<file path="src/rtl/loader_pkg.sv">
// Constants shared by the imem loader, the fetch/decode/execute core and its imem.
// The FSM state codes are plain 2-bit constants so older code that uses them still compiles.
package loader_pkg;

   localparam int LOADER_DATA_W = 32;
   localparam int LOADER_ADDR_W = 5;

   localparam logic [1:0] S_IDLE   = 2'd0;
   localparam logic [1:0] S_LOAD   = 2'd1;
   localparam logic [1:0] S_VERIFY = 2'd2;
   localparam logic [1:0] S_DONE   = 2'd3;

endpackage

</file>
<file path="src/rtl/sum32_acc.sv">
// Registered running sum. The sum wraps modulo 2^W.
// Clear takes priority over enable.
module sum32_acc
   import loader_pkg::*;
#(
   parameter int W = LOADER_DATA_W
) (
   input  logic         i_clk,
   input  logic         i_rst_n,
   input  logic         i_clear,
   input  logic         i_en,
   input  logic [W-1:0] i_in,
   output logic [W-1:0] o_sum
);

   logic [W-1:0] r_sum;

   always_ff @(posedge i_clk or negedge i_rst_n) begin
      if (!i_rst_n) begin
         r_sum <= '0;
      end else if (i_clear) begin
         r_sum <= '0;
      end else if (i_en) begin
         r_sum <= r_sum + i_in;
      end
   end

   assign o_sum = r_sum;

endmodule

</file>
<file path="src/rtl/imem_loader.sv">
// Streams program words into imem from address 0, then reads the image back to check it.
// When the readback sum matches the write checksum, the core is released from hold.
module imem_loader
   import loader_pkg::*;
#(
   parameter int ADDR_W = LOADER_ADDR_W,
   parameter int DATA_W = LOADER_DATA_W
) (
   input  logic              i_clk,
   input  logic              i_rst_n,
   input  logic              i_start,
   input  logic [ADDR_W:0]   i_word_count,
   input  logic              i_in_valid,
   input  logic [DATA_W-1:0] i_in_data,
   output logic              o_in_ready,
   output logic              o_mem_we,
   output logic              o_mem_re,
   output logic [ADDR_W-1:0] o_mem_addr,
   output logic [DATA_W-1:0] o_mem_wdata,
   input  logic [DATA_W-1:0] i_mem_rdata,
   output logic              o_core_hold,
   output logic              o_done,
   output logic              o_error,
   output logic [DATA_W-1:0] o_checksum
);

   localparam logic [ADDR_W:0] C_DEPTH = {1'b1, {ADDR_W{1'b0}}};

   logic [1:0]        r_state;
   logic [ADDR_W:0]   r_cnt;
   logic [ADDR_W:0]   r_wr_ptr;
   logic [ADDR_W:0]   r_rd_ptr;
   logic              r_rd_valid;
   logic              r_oversize;

   logic              w_start_ok;
   logic              w_accept;
   logic              w_last_wr;
   logic              w_issue_rd;
   logic              w_verify_end;
   logic [DATA_W-1:0] w_checksum;
   logic [DATA_W-1:0] w_rd_sum;

   // A start pulse is only honoured between loads.
   assign w_start_ok   = i_start && ((r_state == S_IDLE) || (r_state == S_DONE));
   assign w_accept     = (r_state == S_LOAD) && i_in_valid;
   assign w_last_wr    = w_accept && ((r_wr_ptr + 1'b1) == r_cnt);
   assign w_issue_rd   = (r_state == S_VERIFY) && (r_rd_ptr != r_cnt);
   // All reads issued and the final read word is on i_mem_rdata this cycle.
   assign w_verify_end = (r_state == S_VERIFY) && (r_rd_ptr == r_cnt) && r_rd_valid;

   always_ff @(posedge i_clk or negedge i_rst_n) begin
      if (!i_rst_n) begin
         r_state    <= S_IDLE;
         r_cnt      <= '0;
         r_wr_ptr   <= '0;
         r_rd_ptr   <= '0;
         r_rd_valid <= 1'b0;
         r_oversize <= 1'b0;
      end else if (w_start_ok) begin
         r_wr_ptr   <= '0;
         r_rd_ptr   <= '0;
         r_rd_valid <= 1'b0;
         r_oversize <= 1'b0;
         if (i_word_count == '0) begin
            r_state <= S_DONE;
         end else if (i_word_count > C_DEPTH) begin
            r_state    <= S_DONE;
            r_oversize <= 1'b1;
         end else begin
            r_cnt   <= i_word_count;
            r_state <= S_LOAD;
         end
      end else begin
         r_rd_valid <= w_issue_rd;
         case (r_state)
            S_LOAD: begin
               if (w_accept) begin
                  r_wr_ptr <= r_wr_ptr + 1'b1;
               end
               if (w_last_wr) begin
                  r_state <= S_VERIFY;
               end
            end
            S_VERIFY: begin
               if (w_issue_rd) begin
                  r_rd_ptr <= r_rd_ptr + 1'b1;
               end
               if (w_verify_end) begin
                  r_state <= S_DONE;
               end
            end
            default: ;
         endcase
      end
   end

   sum32_acc #(.W(DATA_W)) u_wr_sum (
      .i_clk   (i_clk),
      .i_rst_n (i_rst_n),
      .i_clear (w_start_ok),
      .i_en    (w_accept),
      .i_in    (i_in_data),
      .o_sum   (w_checksum)
   );

   sum32_acc #(.W(DATA_W)) u_rd_sum (
      .i_clk   (i_clk),
      .i_rst_n (i_rst_n),
      .i_clear (w_start_ok),
      .i_en    (r_rd_valid),
      .i_in    (i_mem_rdata),
      .o_sum   (w_rd_sum)
   );

   assign o_in_ready  = (r_state == S_LOAD);
   assign o_mem_we    = w_accept;
   assign o_mem_re    = w_issue_rd;
   assign o_mem_addr  = (r_state == S_LOAD)   ? r_wr_ptr[ADDR_W-1:0] :
                        (r_state == S_VERIFY) ? r_rd_ptr[ADDR_W-1:0] : '0;
   assign o_mem_wdata = i_in_data;
   assign o_done      = (r_state == S_DONE);
   // Both sums are cleared together on start, so they are equal for an empty or rejected load.
   assign o_error     = o_done && (r_oversize || (w_rd_sum != w_checksum));
   assign o_core_hold = !(o_done && !o_error);
   assign o_checksum  = w_checksum;

endmodule

</file>
<file path="config.mk">
export PLATFORM = sky130hd
export DESIGN_NAME = imem_loader
export DESIGN_NICKNAME = d
export VERILOG_FILES = /design/src/rtl/loader_pkg.sv /design/src/rtl/sum32_acc.sv /design/src/rtl/imem_loader.sv
export SDC_FILE = /design/constraint.sdc
export NUM_CORES = 1
export LEC_CHECK = 0
export ABC_AREA = 1
export CORE_MARGIN = 5
export CORE_UTILIZATION = 60
export DETAILED_ROUTE_END_ITERATION = 7
export PLACE_DENSITY = 0.85
export RECOVER_POWER = 25
export SLEW_MARGIN = 0
export SYNTH_ARGS = -nofsm -noshare
export SYNTH_HDL_FRONTEND = slang
export SYNTH_SLANG_ARGS = --single-unit
</file>
<file path="constraint.sdc">
create_clock -name i_clk -period 5.3 [get_ports i_clk]
set_input_delay 1.59 -clock i_clk [delete_from_list [all_inputs] [get_ports i_clk]]
set_output_delay 1.59 -clock i_clk [all_outputs]
set_load 0.02 [all_outputs]
</file>
* After elaboration in Yosys (flattened, before gate mapping)
Cells that the tools add are included.
Cells by class: add/sub/neg operators 4, $lt $le $gt $ge 1, equal/unequal tests 9, muxes and demuxes 21, bitwise logic cells 2, reductions and logical operators 24
Operator list (number):
- 32-bit 2-to-1 mux | 4
- 32-bit adder | 2
- 6-bit 2-to-1 mux | 6
- 32-bit != test | 1
- 6-bit by 1-bit adder with 6-bit output, second input constant | 2
- 6-bit equality test | 2
- 2-bit 2-to-1 mux | 5
- 5-bit 2-to-1 mux | 2
- 2-bit nonzero test | 5
- 1-bit logical AND | 8
- 6-bit greater-than comparator, second input constant | 1
- 6-bit logical NOT | 1
- 6-bit != test | 1
- 3-bit AND reduction | 2
- 2-bit equality test, second input constant | 2
- 2-bit case mux with 2 select lines | 1
- 2-bit AND reduction | 2
- 1-bit 2-to-1 mux | 3
- 3-bit by 1-bit != test with 1-bit output, second input constant | 1
- 3-bit by 2-bit != test with 1-bit output, second input constant | 1
- 3-bit nonzero test | 1
- 2-bit by 1-bit equality test with 1-bit output, second input constant | 1
- 1-bit logical NOT | 2
- 2-bit logical NOT | 1
- other kinds (2) | 4
Word-level totals: flip-flop bits (word level) 86, input bits 74, output and inout port bits 75, word-level logic and storage cells 69

* Depth between registers and ports, before layout
depth in word-level cells 6, mapped depth 13, gate-level depth less buffers 13

* Modules after synthesis
Synthesis repeated with hierarchy kept, for this count alone.
Unflattened totals: cell total of the unflattened synthesis 1569, area, all modules 9225.1 um^2
By module, submodules not included:
- sum32_acc at u_wr_sum | times used 1, cells an instance 625, area an instance 3599.7 um^2, sequential area each 800.8 um^2
- sum32_acc at u_rd_sum | times used 1, cells an instance 625, area an instance 3547.2 um^2, sequential area each 800.8 um^2
- imem_loader | times used 1, cells an instance 319, area an instance 2078.2 um^2, sequential area each 550.5 um^2

* Least setup slack after synthesis
No wires, ideal clock.
path kind input-to-output, from input i_in_valid, to output o_mem_we, arrival time 1.833 ns, data required time 3.710 ns, slack 1.877 ns, stages on the path 2, path buffers 0, cell sequence nand2_1 inv_2
On the way: word-level cells in the longest chain between the ends 1
Ends and longest elaborated chain:
- start, declared | RTL line imem_loader.sv:13 | input logic i_in_valid,
- 1-bit logical AND | RTL line imem_loader.sv:46 | assign w_accept = (r_state == S_LOAD) && i_in_valid;
- end, declared | RTL line imem_loader.sv:16 | output logic o_mem_we,
Every way passes these cells.

* Worst setup path in the final report
Ends and elaborated chain as after synthesis.

==> results.json <==
{
  "pwr-share-seq_pct": 23.8,
  "drc": 6,
  "rows": 44,
  "fin_crit_sh_pct": 83.8,
  "status": "complete, but fails checks",
  "pwr-share-clk_pct": 13.7,
  "core_um2": 14500,
  "grt_pass1_vias": 9280,
  "worstHoldPathType": "reg -> reg",
  "synth_top_area_share_pct": 24.2,
  "antenna_found_initial": 0,
  "die-area_um2": 17400,
  "yosys_warnings": 0,
  "swShare_pct": 52.8,
  "rsz0062_at_grt": "no",
  "dr_total_vias": 10100,
  "ys_seq_elements": 86,
  "routed_wl_mm": 30.7,
  "wire_per_inst_um": 17.3,
  "final_max_slew_viol_count": 0,
  "initial_core_util_pct": 61.3,
  "skew_ns": 0.00726,
  "power.leakage_uw": 0.00577,
  "worst-path-buf-inv": 3,
  "grt.overflow.total": 0,
  "clk_latency_ns": 0.35,
  "setup_violations": 0,
  "cp.required_ns": 3.71,
  "layout_commonest_cell": "nand2_1",
  "p_per_area_nw_per_um2": 489,
  "p_int_uw": 2460,
  "arrival_ns": 2.85,
  "crit_fanout": 3,
  "num-nets-final": 1726,
  "path_clk_slew_ns": 0.06,
  "hold_viol_final": 0,
  "drv_cap": 0,
  "syn-num-nets": 1608,
  "cts.path.max_buffers": 2,
  "startpoint": "i_in_valid",
  "mostFrequentLayoutCells": "nand2_1, inv_1, clkdlybuf4s50_1, nand3_1, nor2_1",
  "grt_pass1_wl_mm": 48.2,
  "utilization_pct": 73.3,
  "final.min_clock_period_ns": 4.44,
  "synth-seq-area-share_pct": 24.2,
  "critical_path_class": "in -> out",
  "violations": "DRC",
  "cts_htree_levels": 3,
  "vias_per_cell": 5.71,
  "ios": 149,
  "synth_cell_types": 42,
  "synthTopCellsByArea": "dfrtp_1, nand2_1, inv_1, ha_1, nand3_1",
  "p_total_uw": 5210,
  "min_from": "r_oversize",
  "post-dp-hpwl_mm": 24.7,
  "cts_hold_buf": 0,
  "post_cts_resized": 0,
  "first_pass_iters": 8,
  "cts.sink_count": 86,
  "antenna_cells": 0,
  "critPathCaptureType": "output port",
  "synthCells": 1465,
  "syn-cell-area_um2": 8910,
  "synth_area_per_cell_um2": 6.08,
  "port_buffers": 148,
  "postRouteAntennaNets": 0,
  "final_layout_size_suffix_gt1_share_pct": 4.41,
  "worstMarginPinSlew_ns": 1.01,
  "area_growth_pct": 19.7,
  "critical_path.top_delay_family": "buffers and inverters",
  "cts_setup_buffers": 0,
  "critical_path.max_stage_delay_ns": 0.60,
  "cpMaxStageDelayCell": "clkdlybuf4s50_1",
  "fin_tns_setup_ns": 0,
  "slew_headroom_pct": 31.9,
  "vdd_ir_drop_max_v": 0.000406,
  "die_h_um": 132,
  "grtUsageTotal_pct": 34.1,
  "power_frac_comb_pct": 62.6,
  "cts_buffers": 9,
  "gp_congestion": 0.986,
  "die_w_um": 132,
  "drtIter0Drc": 1087,
  "ctsRootBufferMaster": "clkbuf_16",
  "cp-start-kind": "input port",
  "grt_max_degree": 63,
  "crit_chain": "clkdlybuf4s50_1 > nand2_1 > inv_2 > clkdlybuf4s50_1",
  "yosysTopAreaCell": "dfrtp_1",
  "switchingPower_uw": 2750,
  "cts_tree": "done",
  "fmax_ghz": 0.225,
  "regToRegStartpoint": "r_state[0]",
  "worst_path_most_repeated_cell": "clkdlybuf4s50_1"
}
==> worst paths after layout <==
kind	endpoint	slack [ns]	cells after the start
max	o_mem_we	0.86	4
min	r_oversize	0.53	2
max reg2reg	u_wr_sum.o_sum[1]	2.62	6
min reg2reg	r_oversize	0.53	2
max in group asynchronous	u_rd_sum.o_sum[0]	3.07	2
min in group asynchronous	u_rd_sum.o_sum[31]	1.33	1
==> state kept, by name, indices dropped and copies added, names as in the netlist <==
name            flops
r_state             2
u_rd_sum.o_sum     32
r_rd_ptr            6
u_wr_sum.o_sum     32
r_cnt               6
r_rd_valid          1
r_wr_ptr            6
r_oversize          1
==> through the flow <==
step	hold WS, ns	worst slack (ns)	instance area (um2)	instances
4_1_cts	0.528	0.848	10700	1772
5_1_grt	0.575	0.817	10700	1772
2_1_floorplan	0.475	1.88	8910	1465
3_5_place_dp	0.513	0.856	10300	1756
3_3_place_gp	0.495	0.864	10300	1756
6_report	0.535	0.857	10700	1772
==> metal layers <==
| layer | GRT usage [%] | wire [um] |
|---|---|---|
| met1 | 47.0 | 12800 |
| met2 | 52.7 | 13700 |
| met3 | 9.12 | 3460 |
| met4 | 10.3 | 817 |
| met5 | 0 | 0 |
==> Yosys cell counts <==
library cell  count
a21boi_2          1
ha_1             67
nor2_4            1
dfrtp_1          86
nand3_1         105
nand3b_1         12
o221ai_1          1
o21bai_1         11
o21ai_1           8
nor4_1            2
a21oi_1          68
clkinv_1          2
a21o_1            2
a22o_1            2
nand2_1         523
and2_1            4
fa_1              2
inv_1           230
nor2_2           12
a31oi_1           2
a21boi_0          4
o21ai_0          57
or2_2             4
nand2_2          18
inv_2             6
o22ai_2           1
nand4_1          18
a21oi_2           1
clkbuf_1          4
o21ai_2           2
nor2_1          102
o21a_1            1
nor3_1           17
nor3_2            4
xor2_1           16
buf_4            33
xnor2_1           1
o22ai_1          23
buf_2             7
a32o_1            1
nand3_2           2
and3_1            2
==> cell type report <==
cell class / instances / area, um2
Multi-Input combinational cell: 1097 / 5560
Inverter: 238 / 893
Clock inverter: 4 / 70.1
Fill cell: 1298 / 3880
Sequential cell: 86 / 2150
Tap cell: 184 / 230
Timing Repair Buffer: 151 / 1500
Clock buffer: 12 / 246
==> worst reg2reg max path: stages (launching register included) <==
cell	delay, ns
dfrtp_1	0.40
inv_1	0.06
ha_1	0.33
nand2_2	0.20
nand2_1	0.46
inv_1	0.89
a22o_1	0.28
==> power by group through the flow <==
stage,sequential (uW),clock [uW],combinational (uW)
final,1240,711,3260
after global routing,1260,740,3580
after CTS,1230,712,3190
after detailed placement,1240,0,3160
after global placement,1230,0,3100
after floorplan,1210,0,2070
==> cell families (layout without fill, tap and decap cells) <==
kind of cell | Yosys count | in the layout | synth area share [%]
AO/OA/AOI/OAI | 185 | 185 | 11.7
XOR/XNOR | 17 | 17 | 1.67
adder cells (fa/ha/maj) | 69 | 69 | 9.86
buffers and inverters | 282 | 405 | 13.4
flip-flops | 86 | 86 | 24.2
AND/OR/NAND/NOR | 826 | 826 | 39.2
(Power assumes the default switching activity.)
